**config.mk**
```make
export PLATFORM = sky130hd
export DESIGN_NAME = rfalu_seq
export DESIGN_NICKNAME = d
export VERILOG_FILES = /design/src/rtl/rfalu_seq_pkg.sv /design/src/rtl/rfalu_seq_decode.sv /design/src/rtl/rfalu_seq.sv
export SDC_FILE = /design/constraint.sdc
export NUM_CORES = 1
export LEC_CHECK = 0
export BUFFER_PORTS_ARGS = -buffer_cell sky130_fd_sc_hd__buf_2
export CAP_MARGIN = 20
export CORE_MARGIN = 2
export CORE_UTILIZATION = 30
export CTS_BUF_LIST = sky130_fd_sc_hd__clkbuf_8
export DETAILED_ROUTE_END_ITERATION = 8
export GPL_ROUTABILITY_DRIVEN = 0
export HOLD_SLACK_MARGIN = 0.06
export PLACE_DENSITY_LB_ADDON = 0.2
export SYNTH_ARGS = -nofsm -noshare
export SYNTH_HDL_FRONTEND = slang
export SYNTH_SLANG_ARGS = --single-unit
```
**constraint.sdc**
```tcl
create_clock -name clock -period 1.98 [get_ports clock]
set_clock_uncertainty 0.2 [all_clocks]
set_input_delay 0.297 -clock clock [delete_from_list [all_inputs] [get_ports clock]]
set_output_delay 0.297 -clock clock [all_outputs]
set_load 0.05 [all_outputs]
```
**src/rtl/rfalu_seq_pkg.sv**
```systemverilog
// Shared types and constants for the LEGv8 RF-ALU instruction sequencer.
// Holds opcode encodings, ALUOp codes, the FSM state type and the decoded control bundle.
package rfalu_seq_pkg;

   localparam logic [10:0] OP_ADD  = 11'b10001011000;
   localparam logic [10:0] OP_SUB  = 11'b11001011000;
   localparam logic [10:0] OP_AND  = 11'b10001010000;
   localparam logic [10:0] OP_ORR  = 11'b10101010000;
   localparam logic [9:0]  OP_ADDI = 10'b1001000100;
   localparam logic [7:0]  OP_CBZ  = 8'b10110100;

   // X31 reads as zero, so writes to it are dropped.
   localparam logic [4:0]  XZR = 5'd31;

   typedef enum logic [1:0] {
      ALU_ADD   = 2'b00,
      ALU_PASSB = 2'b01,
      ALU_RTYPE = 2'b10
   } alu_op_e;

   typedef enum logic [1:0] {
      IDLE,
      DECODE,
      EXEC,
      WB
   } state_e;

   typedef struct packed {
      alu_op_e    alu_op;
      logic       alu_src_select;
      logic [4:0] read1;
      logic [4:0] read2;
      logic [4:0] write_reg;
      logic       writes_reg;
      logic       is_cbz;
   } ctrl_t;

   function automatic logic is_rtype(input logic [10:0] op);
      return (op == OP_ADD) || (op == OP_SUB) || (op == OP_AND) || (op == OP_ORR);
   endfunction

endpackage

```
**src/rtl/rfalu_seq_decode.sv**
```systemverilog
// Combinational LEGv8 decoder: instruction word to control bundle plus a legal flag.
// Unsupported encodings come out as an all-zero bundle with legal low.
module rfalu_seq_decode
   import rfalu_seq_pkg::*;
(
   input  logic [31:0] instr,
   output ctrl_t       ctrl,
   output logic        legal
);

   // Shift amount / immediate bits do not steer control.
   logic unused_bits;
   assign unused_bits = ^instr[15:10];

   always_comb begin
      // NOTE: every output gets a default before the branches, so no path leaves one unassigned and no latch is inferred.
      ctrl  = '0;
      legal = 1'b0;
      if (is_rtype(instr[31:21])) begin
         ctrl.alu_op     = ALU_RTYPE;
         ctrl.read1      = instr[9:5];
         ctrl.read2      = instr[20:16];
         ctrl.write_reg  = instr[4:0];
         ctrl.writes_reg = 1'b1;
         legal           = 1'b1;
      end else if (instr[31:22] == OP_ADDI) begin
         ctrl.alu_op         = ALU_ADD;
         ctrl.alu_src_select = 1'b1;
         ctrl.read1          = instr[9:5];
         ctrl.write_reg      = instr[4:0];
         ctrl.writes_reg     = 1'b1;
         legal               = 1'b1;
      end else if (instr[31:24] == OP_CBZ) begin
         ctrl.alu_op = ALU_PASSB;
         ctrl.read2  = instr[4:0];
         ctrl.is_cbz = 1'b1;
         legal       = 1'b1;
      end
   end

endmodule

```
**src/rtl/rfalu_seq.sv**
```systemverilog
// Multi-cycle sequencer (IDLE/DECODE/EXEC/WB) driving a LEGv8 register-file + ALU datapath.
// Define RFALU_SEQ_PERF_EN to add the retired_count output.
module rfalu_seq
   import rfalu_seq_pkg::*;
#(
   parameter int unsigned EXEC_CYCLES = 1
) (
   input  logic        clock,
   input  logic        reset_n,
   input  logic        instr_valid,
   input  logic [31:0] instr,
   output logic        instr_ready,
   input  logic        zero,
   output logic [1:0]  alu_op,
   output logic [10:0] opcode_field,
   output logic [4:0]  read1,
   output logic [4:0]  read2,
   output logic [4:0]  write_reg,
   output logic        reg_write,
   output logic        alu_src_select,
   output logic        done_valid,
   output logic        branch_taken,
   output logic        illegal
`ifdef RFALU_SEQ_PERF_EN
   ,
   output logic [31:0] retired_count
`endif
);

   localparam logic [3:0] LAST_EXEC = 4'(EXEC_CYCLES - 1);

   state_e      state_q, state_d;
   logic        ready_q;
   logic [31:0] instr_q;
   logic [3:0]  exec_cnt_q;
   ctrl_t       ctrl_q, dec_ctrl;
   logic        dec_legal;
   logic        illegal_q;

   rfalu_seq_decode u_decode (
      .instr (instr_q),
      .ctrl  (dec_ctrl),
      .legal (dec_legal)
   );

   // Ready is registered so it stays low for the whole reset and rises one edge after release.
   always_ff @(posedge clock or negedge reset_n) begin
      if (!reset_n) begin
         state_q <= IDLE;
         ready_q <= 1'b0;
      end else begin
         // NOTE: state is updated with non-blocking assignments so every flop samples pre-edge values.
         state_q <= state_d;
         ready_q <= (state_d == IDLE);
      end
   end

   always_comb begin
      state_d = state_q;
      case (state_q)
         IDLE:    if (instr_valid && ready_q) state_d = DECODE;
         DECODE:  state_d = dec_legal ? EXEC : WB;
         EXEC:    if (exec_cnt_q == LAST_EXEC) state_d = WB;
         WB:      state_d = IDLE;
         default: state_d = IDLE;
      endcase
   end

   always_ff @(posedge clock or negedge reset_n) begin
      if (!reset_n) begin
         exec_cnt_q <= '0;
      end else if (state_q == EXEC && state_d == EXEC) begin
         exec_cnt_q <= exec_cnt_q + 4'd1;
      end else begin
         exec_cnt_q <= '0;
      end
   end

   // NOTE: datapath registers are reset too, because every output must read zero during reset.
   always_ff @(posedge clock or negedge reset_n) begin
      if (!reset_n) begin
         instr_q      <= '0;
         ctrl_q       <= '0;
         illegal_q    <= 1'b0;
         opcode_field <= '0;
      end else begin
         if (state_q == IDLE && instr_valid && ready_q) instr_q <= instr;
         if (state_q == DECODE) begin
            ctrl_q       <= dec_ctrl;
            illegal_q    <= ~dec_legal;
            opcode_field <= instr_q[31:21];
         end
      end
   end

   assign instr_ready    = ready_q;
   assign alu_op         = ctrl_q.alu_op;
   assign alu_src_select = ctrl_q.alu_src_select;
   assign read1          = ctrl_q.read1;
   assign read2          = ctrl_q.read2;
   assign write_reg      = ctrl_q.write_reg;

   always_comb begin
      done_valid   = 1'b0;
      reg_write    = 1'b0;
      branch_taken = 1'b0;
      illegal      = 1'b0;
      if (state_q == WB) begin
         done_valid   = 1'b1;
         reg_write    = ctrl_q.writes_reg && (ctrl_q.write_reg != XZR);
         branch_taken = ctrl_q.is_cbz && zero;
         illegal      = illegal_q;
      end
   end

`ifdef RFALU_SEQ_PERF_EN
   always_ff @(posedge clock or negedge reset_n) begin
      if (!reset_n) begin
         retired_count <= '0;
      end else if (done_valid) begin
         retired_count <= retired_count + 32'd1;
      end
   end
`endif

endmodule

```
# Word-level counts from Yosys, hierarchy flattened
# Cells that the tools add are included.
[totals]
inputBits = 36
rom_bits = 0
latch_bits = 0
regBits = 71
mem_bits_rw = 0
output_inout_bits = 34
mem_count = 0
wordCells = 61
[classes]
addsub = 1
order_cmp = 0
mux = 23
n_reduce_logical = 12
n_shift = 0
bitwise = 1
n_div = 0
n_mul = 0
n_eq_ne = 11
[op_table]
columns = ["cell", "count"]
rows = [
  ["$eq A11 B11 Y1 const B", 4],
  ["$mux W16", 1],
  ["$mux W1", 12],
  ["$mux W6", 2],
  ["$eq A10 B10 Y1 const B", 1],
  ["$mux W5", 2],
  ["$eq A8 B8 Y1 const B", 1],
  ["$mux W2", 4],
  ["$pmux W2 S4", 1],
  ["$eq A2 B2 Y1 const B", 3],
  ["$logic_and A1 B1 Y1", 6],
  ["$ne A5 B5 Y1 const B", 1],
  ["$add A4 B1 Y4 const B", 1],
  ["$logic_not A2 Y1", 2],
  ["$logic_not A4 Y1", 1],
  ["$mux W4", 1],
  ["$logic_or A1 B1 Y1", 3],
  ["$eq A2 B1 Y1 const B", 1],
  ["$not A1 Y1", 1],
]

# Logic depth before layout (Yosys ltp)
# Gate-level depths: netlist (run 1).
[depth]
word_depth = 10
depth_mapped = 7
mapped_depth_nobuf = 6

# Modules after synthesis
# Synthesis (run 1) repeated with hierarchy kept, for this count alone.
[unflattened]
hier_cells = 224
area_unflattened_um2 = 3352.0
[modules_own_cells]
columns = ["mod", "area_per_inst_um2", "instances", "seq_area_each_um2", "cells_per_inst"]
rows = [
  ["rfalu_seq", 3019.1, 1, 1776.7, 191],
  ["rfalu_seq_decode", 332.8, 1, 0.0, 33],
]

# Worst setup path after synthesis (run 1)
# Ideal clock, no wire load.
[synth_timing]
path_type = "register to output"
from = "reg state_q[0]"
to = "out reg_write"
required_time_ns = 1.483
path_stages_with_launch = 4
arrival_time_ns = 1.811
path_buffers = 0
setup_slack_ns = -0.328
path_cell_list = "dfrtp_1 > ha_1 > nand2_1 > a31oi_1"
[synth_via]
elab_chain_cells = 2
[synth_lines]
columns = ["element", "line", "text"]
rows = [
  ["from (decl)", "rfalu_seq.sv:32", "state_e state_q, state_d;"],
  ["from (signal assigned)", "rfalu_seq.sv:53", "state_q <= state_d;"],
  ["$eq A2 B2 Y1", "rfalu_seq.sv:108", "if (state_q == WB) begin"],
  ["$mux W1", "rfalu_seq.sv:108", ""],
  ["to (decl)", "rfalu_seq.sv:19", "output logic reg_write,"],
]
# No other way between the ends.

# Worst setup path in the final report (run 1)
[layout_timing]
from = "reg instr_q[22]"
to = "reg ctrl_q, in the netlist read1[1]"
[layout_via]
elab_chain_cells = 5
word_cells_on_any_way = 10
classes_between = "5 x eq/ne; 2 x mux; 3 x reduce/logical"
[layout_lines]
columns = ["element", "line", "text"]
rows = [
  ["from (decl)", "rfalu_seq.sv:34", "logic [31:0] instr_q;"],
  ["from (signal assigned)", "rfalu_seq.sv:87", "if (state_q == IDLE && instr_valid && ready_q) instr_q <= instr;"],
  ["$eq A11 B11 Y1", "rfalu_seq_pkg.sv:39", "return (op == OP_ADD) || (op == OP_SUB) || (op == OP_AND) || (op == OP_ORR);"],
  ["$logic_or A1 B1 Y1 (3 in a row)", "rfalu_seq_pkg.sv:39", ""],
  ["$mux W16 *", "rfalu_seq_decode.sv:19", "if (is_rtype(instr[31:21])) begin"],
  ["to (signal assigned)", "rfalu_seq.sv:89", "ctrl_q <= dec_ctrl;"],
  ["to (decl)", "rfalu_seq.sv:36", "ctrl_t ctrl_q, dec_ctrl;"],
]
# Every way passes the cells marked *; elsewhere a longest branch is shown, timed or not.
# A chain may end at the register's enable or synchronous reset.

==> flow_summary.yaml, run 1 <==
floorplan:
  coreArea_mm2: 0.00911
  dieArea_mm2: 0.0100
  rows: 35
  ios: 70
  fp.dieH_um: 100
  die_w_um: 100
  initial_utilization_pct: 30.5
outcome:
  violations: "setup timing"
  status: "complete, but fails checks"
finish:
  largest_reg_flops: 26
  antenna_cells: 0
  fillers: 883
  nets: 336
  syn2layout_area_growth_pct: 37.0
  regMostFlops: "instr_q"
  drive_above_1_share_pct: 50.2
  design_area_mm2: 0.00380
  largest_registers: "instr_q (26), opcode_field (11)"
  postLayoutCoreUtil_pct: 41.8
clocking:
  cts_sinks: 64
  htreeDepth: 3
  clock_latency_ps: 330
  cts_tree: "yes"
  numCtsBuffers: 9
  clock-root-buffer: "clkbuf_8"
  clk_pin_slew_ps: 70
  clock_path_buffers: 2
worst_setup_path:
  crit_required_ps: 2060
  worstSetupPathType: "flop to flop"
  cp-end-kind: "flop"
  critPathMaxFanout: 5
  reg2reg_from: "instr_q[22]"
  critPathLaunchType: "flop"
  startpoint: "instr_q[22]"
  cp.arrival_ps: 2060
timing:
  setup_ws_ps: -8.67
  final.min_clock_period_ps: 1990
  grt_setup_unrepaired: "true"
  maxSlewHeadroom_pct: 75.6
  finalHoldWorstSlack_ps: 280
  timing.fmax_mhz: 503
  worst_pin_slew_ps: 366
  period_share_pct: 100
  finalHoldViolCount: 0
  setup_viol: 4
  slew_violations: 0
  fin_setup_tns_ps: -20.7
yosys:
  ys.flop_type: "dfrtp_1"
  ys_ff_latch: 64
  ys_seq_area_share_pct: 57.7
  synth_common_cells: "64 x dfrtp_1, 38 x mux2_2, 17 x buf_4"
  yosysMostFrequentCell: "dfrtp_1"
  postSynthCellCount: 199
  synth_top_area_cell: "dfrtp_1"
  yosys_warnings: 0
  async_flop_share_pct: 100
  yosys-top-cells-area: "dfrtp_1 58%, mux2_2 15%, buf_4 4.6%, a22o_1 2.8%, ha_1 2.7%"
  syn-num-nets: 241
  ys_types: 39
  synth_edf_count: 0
  syn_area_per_cell_um2: 14.0
  netlist_area_mm2: 0.00278
  synth_top_area_share_pct: 57.7
flow_run:
  cap_violations: 0
global_routing:
  grt_max_degree: 65
  grt_overflow: 0
  grt_pass1_wl_um: 10000
  antenna_found_initial: 0
  grt_pass1_vias: 2030
  track_usage_pct: 12.9
placed_design:
  dp_hpwl_um: 4040
  place_area_mm2: 0.00321
  port_buffers: 63
  post-place-ws_ps: -4.69
routing:
  wl_per_cell_um: 14.9
  drc: 0
  via_per_inst: 4.58
  drt_iter0_drc: 25
  ant_nets: 0
  via_count: 1877
  wl_um: 6130
  first_pass_iters: 3
pwr:
  powerDensity_mw_per_mm2: 1400
  peakVddDrop_v: 0.000847
  power.leakage_nw: 1.85
hold_path:
  min-delay-path-class: "primary input to async pin"
==> cells in the final DEF, fill, tap and decap left out, types with 3 or more instances in the layout <==
cell,Yosys,layout
a21o_1,3,3
a221o_1,5,5
a22o_1,9,9
buf_2,0,62
buf_4,17,15
clkbuf_8,0,11
clkinvlp_4,0,3
dfrtp_1,64,64
dlygate4sd3_1,0,27
ha_1,6,4
inv_1,4,4
mux2_2,38,38
nand2_1,4,3
nor2b_1,7,7
==> cell families after synthesis <==
logic type | after synthesis | share of synthesized area [%]
flops | 64 | 57.7
xor+xnor | 2 | 0.631
mux | 39 | 15.8
compound gates | 25 | 8.29
fa+ha+maj | 6 | 2.70
buf+inv | 29 | 7.03
simple gates | 34 | 7.89
==> routing by layer <==
metal  vias up  wire length [µm]  global-route usage, %
li1        895                 -                      -
met1       924              2970                   16.9
met2        53              2810                   20.4
met3         5               293                   4.74
met4         0                47                   2.85
met5         -                 0                      0
==> worst max-delay path, stage by stage, from the launching register on <==
cell and delay [ps]:
dfrtp_1 370, or3_1 380, or4_4 450, a21oi_4 230, clkbuf_16 190, a22o_1 110
==> timing repair <==
item                                   4_1_cts  5_1_grt
setup buffers                                1        1
setup endpoints to repair                   12       19
hold buffers                                27        0
cloned                                       0        1
gates resized for setup                      3       12
endpoints found under the hold margin       90        0
pin swaps                                    0        6
==> stage by stage <==
step | total power, mW | cells
floorplan | 3.43 | 199
detailed placement | 4.00 | 364
global route | 5.65 | 410
finish | 5.31 | 410
CTS | 5.24 | 408
global placement | 3.97 | 364
==> cell type report <==
cell class              instances  area (µm²)  area share (%)
well taps                     111         139            3.65
inverters                       5        22.5           0.592
clock buffers                  11         151            3.98
clock inverters                 5        55.1            1.45
repair buffers                108         769            20.2
multi-input cells             106        1070            28.0
flip-flops and latches         64        1600            42.1
==> final timing paths <==
kind                            cells past startpoint            to  slack (ps)
worst max-delay path                                5      read1[1]          -9
worst min-delay path                                3  write_reg[4]         280
worst max register to register                      5      read1[1]          -9
worst min register to register                      1     ctrl_q[1]         280
max in group asynchronous                           3    state_q[1]         980
min in group clock                                  1     ctrl_q[1]         280
==> power breakdown <==
group	internal (mW)	switching [mW]	leakage [nW]
Sequential	1.73	0.286	0.822
Clock	0.645	0.504	0.101
Combinational	0.932	1.21	0.930
Note: power is estimated with default switching activity, not from simulation.
==> inputs of run 2 (changes only) <==
--- a/config.mk
+++ b/config.mk
@@ -17,3 +17,4 @@
 export SYNTH_ARGS = -nofsm -noshare
 export SYNTH_HDL_FRONTEND = slang
 export SYNTH_SLANG_ARGS = --single-unit
+export TNS_END_PERCENT = 30
==> run 2 against run 1 <==
Effect of this change:
- the flow still finishes with violations (setup timing)
- non-clock buffer count down 1
- core utilization down 0.45 points
- combinational power down 3%
- count of clock-buffer cells in the layout unchanged
- fmax about the same
- largest power group unchanged
- first-iteration DRC count up 8.0%
- highest routed layer unchanged
- critical endpoint unchanged
- clock power about the same
- register-to-register slack about the same
- critical path depth unchanged
- power down 1.5%
- global-route usage unchanged
==> flow_summary.yaml, run 2 (same netlist as run 1, synthesis figures left out) <==
outcome:
  status: "complete, but fails checks"
  violations: "setup timing"
placed_design:
  post-place-ws_ps: -4.69
  port_buffers: 63
  place_inst: 364
  dp_hpwl_um: 4040
clocking:
  clock_latency_ps: 330
  cts_tree: "yes"
  clock_path_buffers: 2
  clk_pin_slew_ps: 70
  cts_sinks: 64
  numCtsBuffers: 9
  clock-root-buffer: "clkbuf_8"
  htreeDepth: 3
finish:
  fillers: 885
  layout_common_cells: "64 x dfrtp_1, 62 x buf_2, 38 x mux2_2, 27 x dlygate4sd3_1, 14 x buf_4"
  largest_registers: "instr_q (26), opcode_field (11)"
  regMostFlops: "instr_q"
  antenna_cells: 0
  largest_reg_flops: 26
  final_common_cell: "dfrtp_1"
  syn2layout_area_growth_pct: 35.6
  nets: 335
  drive_above_1_share_pct: 48.7
  finalNonFillerCells: 409
  postLayoutCoreUtil_pct: 41.3
global_routing:
  grt_overflow: 0
  grt_max_degree: 65
  grt_pass1_vias: 2030
  track_usage_pct: 12.9
  grt_pass1_wl_um: 10000
  antenna_found_initial: 0
timing:
  timing.fmax_mhz: 503
  worst_pin_slew_ps: 436
  maxSlewHeadroom_pct: 70.9
  final.min_clock_period_ps: 1990
  slew_violations: 0
  setup_viol: 4
  period_share_pct: 100
  setup_ws_ps: -9.62
  grt_setup_unrepaired: "true"
  finalHoldViolCount: 0
  fin_setup_tns_ps: -31.8
routing:
  wl_per_cell_um: 14.9
  via_count: 1866
  first_pass_iters: 4
  wl_um: 6110
  drc: 0
  via_per_inst: 4.56
  ant_nets: 0
  drt_iter0_drc: 27
floorplan:
  fp.dieH_um: 100
  ios: 70
  rows: 35
  initial_utilization_pct: 30.5
  dieArea_mm2: 0.0100
  die_w_um: 100
  coreArea_mm2: 0.00911
worst_setup_path:
  reg2reg_from: "instr_q[22]"
  reg2reg_to: "read1[1]"
  critPathLaunchType: "flop"
  reg2reg_slack_ps: -10
  crit_required_ps: 2050
  cp.arrival_ps: 2060
  critPathMaxFanout: 5
  cp-end-kind: "flop"
  reg2reg_depth: 5
  worstSetupPathType: "flop to flop"
  startpoint: "instr_q[22]"
pwr:
  power_mw: 5.23
  peakVddDrop_v: 0.000840
  powerDensity_mw_per_mm2: 1390
  power.leakage_nw: 1.84
hold_path:
  min-delay-path-class: "primary input to async pin"
flow_run:
  cap_violations: 0
[run 2: power by group]
group | switching (mW) | leakage (nW) | total, mW | internal, mW
registers | 0.269 | 0.822 | 2.00 | 1.73
clock network | 0.503 | 0.101 | 1.15 | 0.645
logic | 1.19 | 0.917 | 2.08 | 0.890
[run 2: layer usage]
layer  up-vias  GRT usage (%)  part of all wire, %
li1        893              -                    -
met1       913           16.9                   49
met2        55           20.4                   46
met3         5           4.74                  4.9
met4         0           2.85                 0.80
met5         -              0                    0
[run 2: worst max-delay path by stage]
stage / to / slack (ps) / cells past startpoint
global route: read1[4] / -80 / 5
floorplan: instr_q[16] / 20 / 5
CTS: write_reg[4] / -20 / 5
detailed placement: write_reg[4] / -5 / 5
finish: read1[1] / -10 / 5
global placement: write_reg[2] / 3 / 5
[run 2: stage by stage]
stage | area, µm² | hold slack, ps
detailed placement | 3210 | 144
floorplan | 2790 | -199
global route | 3760 | 307
global placement | 3210 | 148
CTS | 3700 | 285
finish | 3760 | 280
[run 2: cell type report]
type	instances	area, µm²	area share, %
multi-input cells	106	1030	27.4
clock inverters	5	55.1	1.46
inverters	5	22.5	0.598
flip-flops and latches	64	1600	42.6
well taps	111	139	3.69
clock buffers	11	151	4.02
repair buffers	107	762	20.2
[run 2: what timing repair did]
item / 4_1_cts / 5_1_grt
hold buffers: 27 / 0
pin swaps: 0 / 6
buffers inserted: 1 / 0
gates resized for setup: 3 / 6
cloned: 0 / 1
setup endpoints to repair: 12 / 19
hold endpoints to repair: 90 / 0
[run 2: worst max-delay path: stages, from the launching register on]
cell and delay, ps:
dfrtp_1 370, or3_1 380, or4_4 460, a21oi_4 230, clkbuf_16 190, a22o_1 110
==> inputs of run 3 (changes only) <==
--- a/config.mk
+++ b/config.mk
@@ -8,8 +8,7 @@
 export BUFFER_PORTS_ARGS = -buffer_cell sky130_fd_sc_hd__buf_2
 export CAP_MARGIN = 20
 export CORE_MARGIN = 2
-export CORE_UTILIZATION = 30
-export CTS_BUF_LIST = sky130_fd_sc_hd__clkbuf_8
+export CORE_UTILIZATION = 40
 export DETAILED_ROUTE_END_ITERATION = 8
 export GPL_ROUTABILITY_DRIVEN = 0
 export HOLD_SLACK_MARGIN = 0.06
==> run 3 against run 2 <==
Effect of this change:
- die area fell by 24%
- critical endpoint is now read1[3]
- the flow now finishes without violations
- critical path type unchanged
- clock power rose by 8%
- power rose by 1.5%
- final area fell by 1.2%
- sequential cell count did not move
- routed wire length fell by 8.5%
- count of clock-buffer cells in the layout fell by 1
- sequential power barely moved
==> flow_summary.yaml, run 3 (same netlist as run 1, synthesis figures left out) <==
finish:
  layout_common_cells: "64 x dfrtp_1, 62 x buf_2, 38 x mux2_2, 27 x dlygate4sd3_1, 11 x buf_4"
  antenna_cells: 0
  final_common_cell: "dfrtp_1"
  regMostFlops: "instr_q"
  seq_area_mm2: 0.00160
  largest_registers: "instr_q (26), opcode_field (11)"
  nets: 332
  largest_reg_flops: 26
  fillers: 588
  drive_above_1_share_pct: 49.5
  postLayoutCoreUtil_pct: 55.1
  syn2layout_area_growth_pct: 34.0
  multi_input_area_mm2: 0.00104
worst_setup_path:
  crit_required_ps: 2060
  critPathMaxFanout: 11
  critPathSlowestCell: "or4_4"
  path_delay_family: "simple AND/OR/NAND/NOR gates"
  cp.arrival_ps: 2050
  critPathMaxStageDelay_ps: 510
  worstSetupPathType: "flop to flop"
  crit_path_cell_trace: "or3_4, or4_4, a21oi_4, buf_12, a22o_1"
  cp-end-kind: "flop"
  critPathLaunchType: "flop"
  crit_buf_inv: 1
flow_run:
  cap_violations: 0
pwr:
  switchingPower_mw: 1.97
  peakVddDrop_v: 0.00102
  power.leakage_nw: 1.84
  p_seq_share_pct: 37.7
  swShare_pct: 37.1
  combPwrFrac_pct: 39.0
  p_int_mw: 3.34
  power_mw: 5.31
  powerDensity_mw_per_mm2: 1430
  p_clk_share_pct: 23.3
outcome:
  status: "completed"
clocking:
  cts_tree: "yes"
  htreeDepth: 3
  clock_latency_ps: 330
  cts_sinks: 64
  clock-root-buffer: "clkbuf_8"
  clock_path_buffers: 2
  numCtsBuffers: 9
  clk_pin_slew_ps: 80
routing:
  via_count: 1863
  first_pass_iters: 4
  wl_per_cell_um: 14.9
  drc: 0
  wl_um: 5600
  ant_nets: 0
  drt_iter0_drc: 95
  via_per_inst: 4.97
floorplan:
  initial_utilization_pct: 41.1
  fp.dieH_um: 87.3
  rows: 30
  ios: 70
  die_w_um: 87.3
  dieArea_mm2: 0.00762
  coreArea_mm2: 0.00676
timing:
  period_share_pct: 99.8
  finalHoldWorstSlack_ps: 246
  setup_viol: 0
  timing.fmax_mhz: 506
  final.min_clock_period_ps: 1980
  grt_setup_unrepaired: "true"
  maxSlewHeadroom_pct: 68.6
  finalHoldViolCount: 0
  slew_violations: 0
  worst_pin_slew_ps: 471
global_routing:
  grt_pass1_vias: 1885
  grt_max_degree: 47
  grt_overflow: 0
  antenna_found_initial: 0
  track_usage_pct: 16.7
  grt_pass1_wl_um: 9520
placed_design:
  port_buffers: 63
  dp_hpwl_um: 3700
hold_path:
  min-delay-path-class: "primary input to async pin"
run 3: changes by cell type in the layout (fill, tap and decap cells not counted), sizes merged:
| cell | previous run | this run |
|---|---|---|
| clkbuf | 12 | 10 |
| clkinv | 2 | 4 |
| buf | 79 | 77 |
| clkinvlp | 3 | 1 |
| bufinv | 1 | 2 |
run 3: what timing repair did:
item | CTS | global route
endpoints found under the hold margin | 44 | 0
hold buffers | 27 | 0
gates resized for setup | 2 | 10
setup endpoints to repair | 12 | 18
setup buffers | 0 | 1
pin swaps | 1 | 2
run 3: worst paths after layout:
| kind | from | endpoint | slack (ps) | depth (start not counted) |
|---|---|---|---|---|
| setup / recovery | instr_q[26] | read1[3] | 5 | 5 |
| hold / removal | reset_n | opcode_field[2] | 250 | 2 |
| setup reg to reg | instr_q[26] | read1[3] | 5 | 5 |
| hold reg to reg | instr_q[5] | read1[0] | 280 | 1 |
| max in group asynchronous | reset_n | alu_op[1] | 740 | 3 |
| min in group clock | instr_q[5] | read1[0] | 280 | 1 |
run 3: stage by stage:
| step | worst slack (ps) | TNS (ps) | std cells | area [µm²] |
|---|---|---|---|---|
| after floorplan | 18.1 | 0 | 199 | 2790 |
| after CTS | 5.45 | 0 | 374 | 3670 |
| after global placement | 1.02 | 0 | 331 | 3170 |
| final | 4.83 | 0 | 375 | 3720 |
| after detailed placement | -17.6 | -119 | 331 | 3170 |
| after global routing | -58.9 | -416 | 375 | 3720 |
run 3: metal layers:
metal / track usage (%) / vias up / wire (µm)
met5: 0 / - / 0
li1: - / 891 / -
met1: 22.9 / 920 / 2620
met4: 6.43 / 0 / 91
met3: 5.69 / 8 / 273
met2: 24.4 / 44 / 2620
run 3: layout make-up:
cell class,count,share of cell area [%]
repair buffers,104,19.7
flip-flops and latches,64,43.1
clock inverters,6,2.22
well taps,80,2.69
inverters,5,0.505
multi-input cells,106,28.1
clock buffers,10,3.70
run 3: power groups by stage:
stage / Clock (mW) / Combinational (mW) / Sequential (mW)
CTS: 1.27 / 2.02 / 1.99
finish: 1.24 / 2.07 / 2.00
floorplan: 0 / 1.05 / 2.38
global route: 1.33 / 2.23 / 2.06
detailed placement: 0 / 1.97 / 2.02
global placement: 0 / 1.94 / 2.01
